--- config.mk ---
export PLATFORM = sky130hd
export DESIGN_NAME = uart_in_fifo_flat
export DESIGN_NICKNAME = d
export VERILOG_FILES = /design/src/rtl/uart_in_fifo_if.sv /design/src/rtl/uart_in_fifo.sv /design/src/flat_wrapper.sv
export SDC_FILE = /design/constraint.sdc
export NUM_CORES = 1
export LEC_CHECK = 0
export ABC_AREA = 1
export BUFFER_PORTS_ARGS = -buffer_cell sky130_fd_sc_hd__buf_4
export CORE_ASPECT_RATIO = 0.7
export CORE_MARGIN = 2
export CORE_UTILIZATION = 58
export DETAILED_ROUTE_END_ITERATION = 10
export PLACE_DENSITY = 0.84
export SETUP_SLACK_MARGIN = 0.4
export SLEW_MARGIN = 15
export SYNTH_ARGS = -nofsm -noshare
export SYNTH_HDL_FRONTEND = slang
export SYNTH_SLANG_ARGS = --single-unit
--- constraint.sdc ---
create_clock -name clk -period 2.15 [get_ports clk]
set_input_delay 0.215 -clock clk [delete_from_list [all_inputs] [get_ports clk]]
set_output_delay 0.215 -clock clk [all_outputs]
set_load 0.005 [all_outputs]
--- src/rtl/uart_in_fifo_if.sv ---
// Byte stream bundle between the host register block, the input FIFO and the serial receiver.
// The level port is carried only when UART_IN_FIFO_LEVEL_EN is defined.
interface uart_in_fifo_if #(
    parameter int DEPTH_LOG2 = 4,
    parameter int WIDTH      = 8
);
    logic               in_valid;
    logic [WIDTH-1:0]   in_data;
    logic               in_ready;
    logic               out_valid;
    logic [WIDTH-1:0]   out_data;
    logic               out_ready;
    logic               flush;
`ifdef UART_IN_FIFO_LEVEL_EN
    logic [DEPTH_LOG2:0] level;
`endif

    // Valid/ready on both sides: a beat transfers on an edge where valid && ready;
    // the producer holds valid and data stable until that edge, and ready never
    // depends combinationally on the opposite side of the FIFO.
`ifdef UART_IN_FIFO_LEVEL_EN
    modport master (
        output in_valid, in_data, out_ready, flush,
        input  in_ready, out_valid, out_data, level
    );
    modport slave (
        input  in_valid, in_data, out_ready, flush,
        output in_ready, out_valid, out_data, level
    );
`else
    modport master (
        output in_valid, in_data, out_ready, flush,
        input  in_ready, out_valid, out_data
    );
    modport slave (
        input  in_valid, in_data, out_ready, flush,
        output in_ready, out_valid, out_data
    );
`endif
endinterface

--- src/rtl/uart_in_fifo.sv ---
// Register-array byte FIFO absorbing host write bursts ahead of the emulated serial receiver.
// Optional occupancy output: define UART_IN_FIFO_LEVEL_EN.
module uart_in_fifo #(
    parameter int DEPTH_LOG2 = 4,
    parameter int WIDTH      = 8
) (
    input  logic             clk,
    input  logic             rst,
    uart_in_fifo_if.slave    fifo_if
);
    localparam int DEPTH = 1 << DEPTH_LOG2;
    localparam int PW    = DEPTH_LOG2 + 1;

    localparam logic [PW-1:0] ONE      = PW'(1);
    localparam logic [PW-1:0] FULL_CNT = PW'(DEPTH);

    logic [WIDTH-1:0] mem_q [DEPTH];
    logic [PW-1:0]    wr_ptr_q, wr_ptr_d;
    logic [PW-1:0]    rd_ptr_q, rd_ptr_d;
    logic [PW-1:0]    count_q,  count_d;
    logic             push, pop;

    assign fifo_if.in_ready  = (count_q != FULL_CNT);
    assign fifo_if.out_valid = (count_q != '0);
    assign fifo_if.out_data  = mem_q[rd_ptr_q[DEPTH_LOG2-1:0]];

    assign push = fifo_if.in_valid  && fifo_if.in_ready;
    assign pop  = fifo_if.out_valid && fifo_if.out_ready;

    // Flush wins over any handshake that happens to complete in the same cycle.
    always_comb begin
        wr_ptr_d = wr_ptr_q;
        rd_ptr_d = rd_ptr_q;
        count_d  = count_q;
        if (fifo_if.flush) begin
            wr_ptr_d = '0;
            rd_ptr_d = '0;
            count_d  = '0;
        end else begin
            if (push) wr_ptr_d = wr_ptr_q + ONE;
            if (pop)  rd_ptr_d = rd_ptr_q + ONE;
            if (push && !pop)      count_d = count_q + ONE;
            else if (pop && !push) count_d = count_q - ONE;
        end
    end

    always_ff @(posedge clk or posedge rst) begin
        if (rst) begin
            wr_ptr_q <= '0;
            rd_ptr_q <= '0;
            count_q  <= '0;
        end else begin
            wr_ptr_q <= wr_ptr_d;
            rd_ptr_q <= rd_ptr_d;
            count_q  <= count_d;
        end
    end

    // Storage is deliberately left out of reset; out_data is only meaningful while out_valid.
    always_ff @(posedge clk) begin
        if (push && !fifo_if.flush) begin
            mem_q[wr_ptr_q[DEPTH_LOG2-1:0]] <= fifo_if.in_data;
        end
    end

`ifdef UART_IN_FIFO_LEVEL_EN
    assign fifo_if.level = count_q;
`endif

endmodule

--- src/flat_wrapper.sv ---
// flat-port wrapper written by rule: the top's interface ports become plain ports
module uart_in_fifo_flat 
#(
    parameter int DEPTH_LOG2 = 4,
    parameter int WIDTH      = 8
)
  (clk, rst, fifo_if_in_valid, fifo_if_in_data, fifo_if_out_ready, fifo_if_flush, fifo_if_in_ready, fifo_if_out_valid, fifo_if_out_data);
  uart_in_fifo_if #(.DEPTH_LOG2(DEPTH_LOG2), .WIDTH(WIDTH)) fifo_if_i ();
  input  logic clk;
  input  logic rst;
  input wire logic [$bits(fifo_if_i.in_valid)-1:0] fifo_if_in_valid;
  input wire logic [$bits(fifo_if_i.in_data)-1:0] fifo_if_in_data;
  input wire logic [$bits(fifo_if_i.out_ready)-1:0] fifo_if_out_ready;
  input wire logic [$bits(fifo_if_i.flush)-1:0] fifo_if_flush;
  output wire logic [$bits(fifo_if_i.in_ready)-1:0] fifo_if_in_ready;
  output wire logic [$bits(fifo_if_i.out_valid)-1:0] fifo_if_out_valid;
  output wire logic [$bits(fifo_if_i.out_data)-1:0] fifo_if_out_data;
  assign fifo_if_i.in_valid = fifo_if_in_valid;
  assign fifo_if_i.in_data = fifo_if_in_data;
  assign fifo_if_i.out_ready = fifo_if_out_ready;
  assign fifo_if_i.flush = fifo_if_flush;
  assign fifo_if_in_ready = fifo_if_i.in_ready;
  assign fifo_if_out_valid = fifo_if_i.out_valid;
  assign fifo_if_out_data = fifo_if_i.out_data;
  uart_in_fifo #(.DEPTH_LOG2(DEPTH_LOG2), .WIDTH(WIDTH)) u_core (.clk(clk), .rst(rst), .fifo_if(fifo_if_i));
endmodule
**After elaboration in Yosys (flattened, before gate mapping)**

Memory sizes are Yosys's and may differ from the RTL's.
Index checks and enable logic that the tools add are counted.

- Register bits after elaboration: 15
- RAM bits: 128
- Output and inout port bits: 10
- Word-level logic and storage cells: 30
- Memories kept: 1

Memories:

| name | depth | width | read ports | clocked after Yosys merged registers in | wr ports | line | RTL |
|---|---|---|---|---|---|---|---|
| u_core.mem_q | 16 | 8 | 1 | 0 | 1 | uart_in_fifo.sv:17 | `logic [WIDTH-1:0] mem_q [DEPTH];` |

- Add/sub/neg operators: 4
- Equality and inequality tests: 1
- Mux-type cells: 9
- Reductions and logical operators: 12

Operators by type and width:

| kind | count |
|---|---|
| two-way mux 5 bit | 7 |
| adder 5 x 1 -> 5 bit, second input constant | 3 |
| logical AND 1 bit | 5 |
| != test 5 bit, second input constant | 1 |
| nonzero test 5 bit | 1 |
| subtractor 5 x 1 -> 5 bit, second input constant | 1 |
| nonzero test 2 bit | 2 |
| zero test 1 bit | 3 |
| nonzero test 3 bit | 1 |
| two-way mux 1 bit | 2 |

**Longest topological paths before layout**

- Word-level depth: 7
- Mapped depth: 14
- Depth with buffers taken out: 14

**Least setup slack after synthesis**

No wires, ideal clock.

- Kind: reg2reg
- Start: register u_core.count_q[0]
- End: register u_core.count_q[4]
- Data arrival time: 1784 ps
- Required time: 2033 ps
- Slack: 248 ps
- Cell stages (with the launch flop): 14
- Buffers on the path: 0
- Clock period less this slack: 1902 ps
- Path through: dfrtp_1 -> nor2_2 -> nand3_2 -> nand2_1 -> nand2_2 -> fa_1 -> nand3_1 -> nand3_1 -> nand2_1 -> nand2_1 -> inv_1 -> nand2_1 -> nand3_1 -> nand2_1

- Cells in the longest elaborated chain, start to end: 6
- Elaborated cells on any way between the ends: 14
- Classes of those cells: add/sub (2); eq/ne (1); mux (3); reduce/logical (8)

RTL lines:

| what | line | RTL |
|---|---|---|
| start, declared | uart_in_fifo.sv:20 | `logic [PW-1:0] count_q, count_d;` |
| start signal, assigned | uart_in_fifo.sv:55 | `count_q <= count_d;` |
| nonzero test 5 bit (*) | uart_in_fifo.sv:24 | `assign fifo_if.out_valid = (count_q != '0);` |
| net fifo_if_out_valid | flat_wrapper.sv:16 | `output wire logic [$bits(fifo_if_i.out_valid)-1:0] fifo_if_out_valid;` |
| logical AND 1 bit (*) | uart_in_fifo.sv:28 | `assign pop = fifo_if.out_valid && fifo_if.out_ready;` |
| zero test 1 bit | uart_in_fifo.sv:42 | `if (push && !pop) count_d = count_q + ONE;` |
| logical AND 1 bit | uart_in_fifo.sv:42 |  |
| two-way mux 5 bit | uart_in_fifo.sv:42 |  |
| two-way mux 5 bit | uart_in_fifo.sv:35 | `if (fifo_if.flush) begin` |

The timed path passes the listed nets; every way through them passes the cells marked *. The select of a mux whose other input is x is not followed.
A chain may end at the register's enable or synchronous reset.

**Final worst setup path**

- Start: register u_core.rd_ptr_q[0]
- End: output fifo_if_out_data[6]

- Cells in the longest elaborated chain, start to end: 1

RTL lines:

| what | line | RTL |
|---|---|---|
| start, declared | uart_in_fifo.sv:19 | `logic [PW-1:0] rd_ptr_q, rd_ptr_d;` |
| start signal, assigned | uart_in_fifo.sv:54 | `rd_ptr_q <= rd_ptr_d;` |
| memory read (16 x 8 bit) | - |  |
| end, declared | flat_wrapper.sv:17 | `output wire logic [$bits(fifo_if_i.out_data)-1:0] fifo_if_out_data;` |

Every way passes these cells.

==> flow_metrics.tcl <==
set metrics [dict create \
    status "complete, but fails checks" \
    violations "setup timing" \
    cts_tree "built" \
    synth_area_per_cell_um2 11.8 \
    die_h_um 89.5 \
    cap_violations 0 \
    grt_remaining_overflow 0 \
    cts_buffers 17 \
    worst_pin_slew_ns 0.738 \
    wirelength_um 19800 \
    p_leak_nw 2.94 \
    ir_drop_mv 1.05 \
    p_per_area_nw_per_um2 1190 \
    grt_max_degree 42 \
    place.gp.congestion 0.842 \
    dp.cells 667 \
    p_comb_frac 0.326 \
    cp_max_fo 5 \
    cp-startpoint "u_core.rd_ptr_q[0]" \
    drc 0 \
    yosysWarnings 0 \
    ys_seq_area_frac 0.689 \
    grt_pass1_vias 4354 \
    worstReg2RegStart "u_core.count_q[0]" \
    clock_power_share 0.342 \
    num_rows 31 \
    slew_viol_final 0 \
    path_clk_slew_ns 0.06 \
    seqPwrFrac 0.332 \
    nets 613 \
    synth_top_area_share 0.635 \
    p_int_mw 6.60 \
    synth.cell_area_um2 6050 \
    yosys.area.top_type "edfxtp_1" \
    cp.arrival_ns 2.54 \
    r2r_setup_slack_ns 0.03 \
    n_fill_cell 518 \
    swShare 0.310 \
    synthCells 512 \
    crit_type "reg -> out" \
    cts-root-buf "clkbuf_16" \
    clock_skew_ns 0.00872 \
    antennaDiodeCount 0 \
    final_util 0.783 \
    grt_use_total 0.303 \
    vias 5003 \
    ios 23 \
    synthTopCellsByArea "edfxtp_1 63%, nor2_1 6.3%, dfrtp_1 5.4%, o21ai_0 4.2%, nand3_1 3.7%" \
    grt_first_pass_wirelength_um 24400 \
    drive_gt1_frac 0.327 \
    layout_commonest_cell "edfxtp_1" \
    syn2layout_area_growth_pct 32.5 \
    worst-endpoint-required_ns 1.93 \
    finalSetupTns_ns -1.19 \
    cts_num_sinks 141 \
    min_period_over_period 1.28 \
    dieArea_um2 11300 \
    cts_buffer_depth 2 \
    avgViaCountPerCell 6.81 \
    ant_nets 0 \
    end_kind "output port" \
    hold_viol_final 0 \
    slew_headroom 0.503 \
    ys_seq_elements 141 \
    layout.cells.non_filler 735 \
    place_ws_ns 0.121 \
    synth.distinct_cells 30 \
    switchingPower_mw 2.97 \
    setup_violations 8 \
    crit_path_end "fifo_if_out_data[6]" \
    max_freq_mhz 363 \
    critPathLaunchType "flop" \
    worst_slack_ns -0.606 \
    die_width_um 126 \
    worstReg2RegEnd "u_core.count_q[4]" \
    first_pass_iters 5 \
    hp-class "in -> reg" \
    numPortBuffers 22 \
    clock_latency_ns 0.43 \
    drt_iter0_drc 941 \
    coreArea_um2 10200 \
    cts_max_level 4 \
    syn_nets 535 \
    rsz0062_at_grt "yes" \
    dp_hpwl_um 8720 \
    fin_crit_ns 2.76 \
    routedWlPerCell_um 26.9 \
    initial_core_util 0.591 \
    worst_hold_path.num_cells 2 \
    grt_antenna_before_repair 0 \
    final_cell_mix "128 x edfxtp_1, 80 x nor2_1, 41 x buf_4" \
    reg2reg_depth 13 \
]
how the worst min path moves through the flow:
stage,slack [ns],to,start
finish,0.10,u_core.wr_ptr_q[1],fifo_if_flush
global placement,0.29,u_core.wr_ptr_q[0],rst
CTS,0.05,u_core.wr_ptr_q[1],fifo_if_flush
detailed placement,0.29,u_core.wr_ptr_q[0],rst
floorplan,0.09,u_core.count_q[0],rst
global route,0.08,u_core.wr_ptr_q[1],fifo_if_flush
synth_stat cells:
| library cell | instances |
|---|---|
| edfxtp_1 | 128 |
| nor2_1 | 102 |
| o21ai_0 | 51 |
| nand3_1 | 45 |
| nand2_1 | 38 |
| inv_1 | 24 |
| o211ai_1 | 22 |
| o21ai_1 | 18 |
| buf_2 | 13 |
| dfrtp_1 | 13 |
| a21oi_2 | 9 |
| ha_1 | 9 |
| a21oi_1 | 6 |
| nand2_2 | 4 |
| buf_4 | 3 |
| buf_6 | 3 |
| clkbuf_1 | 3 |
| clkbuf_2 | 3 |
| inv_2 | 3 |
| clkinv_1 | 2 |
| nand3_2 | 2 |
| nor2_2 | 2 |
| o211ai_2 | 2 |
| fa_1 | 1 |
| nand3b_1 | 1 |
| nand4_1 | 1 |
| nor3_1 | 1 |
| o31ai_1 | 1 |
| xnor2_1 | 1 |
| xor2_1 | 1 |
power by group through the flow:
stage | sequential (mW) | combinational (mW) | clock [mW]
floorplan | 3.20 | 1.16 | 0
global placement | 3.21 | 1.58 | 0
detailed placement | 3.22 | 1.66 | 0
CTS | 3.17 | 2.15 | 3.23
global route | 3.19 | 3.23 | 3.35
finish | 3.18 | 3.12 | 3.27
cell families (layout without fill, tap and decap cells):
family	Yosys count	count (layout)	synth area share
buffers and inverters	54	145	0.0424
AND/OR/NAND/NOR	196	196	0.137
flip-flops	141	141	0.689
AO/OA/AOI/OAI	109	109	0.108
adder cells (fa/ha/maj)	10	10	0.0219
XOR/XNOR	2	2	0.00289
registers in the layout, summed over array words and instances, names as in the netlist:
signal / cells
u_core.mem_q: 128
u_core.wr_ptr_q: 4
u_core.count_q: 5
u_core.rd_ptr_q: 4
what timing repair did:
item / in CTS / in global routing
resized for setup: 43 / 112
hold endpoints to repair: 13 / 0
buffers inserted: 18 / 10
hold buffers: 1 / 0
pin swaps: 21 / 53
setup endpoints to repair: 12 / 141
gates cloned: 1 / 6
metal layers:
layer | vias to the layer above | part of all wire | GRT usage
met5 | - | 0 | 0
met4 | 0 | 0.056 | 0.148
met3 | 128 | 0.14 | 0.0952
met2 | 569 | 0.45 | 0.470
met1 | 2317 | 0.36 | 0.398
li1 | 1989 | - | -
critical path, stage by stage, from the launching register on:
cell and delay (ns):
dfrtp_2 0.46, clkinv_4 0.13, buf_4 0.18, o21ai_0 0.59, o211ai_1 0.26, nand3_1 0.24, nand2_1 0.12, buf_6 0.13
final cells by class:
cell class | count | area [um2] | share of cell area
Tap cell | 132 | 165 | 0.0206
Clock inverter | 7 | 160 | 0.0200
Clock buffer | 25 | 485 | 0.0605
Sequential cell | 141 | 4170 | 0.520
Timing Repair Buffer | 84 | 941 | 0.117
Inverter | 29 | 125 | 0.0156
Multi-Input combinational cell | 317 | 1970 | 0.246
metrics by stage:
step                hold WS (ns)  total power, mW  area (um2)
detailed placement         0.294             4.88        6470
CTS                       0.0473             8.55        7460
floorplan                 0.0920             4.36        6080
global placement           0.288             4.79        6470
finish                     0.101             9.57        8020
global route              0.0830             9.76        8020
Power figures use the tool's default switching activity.
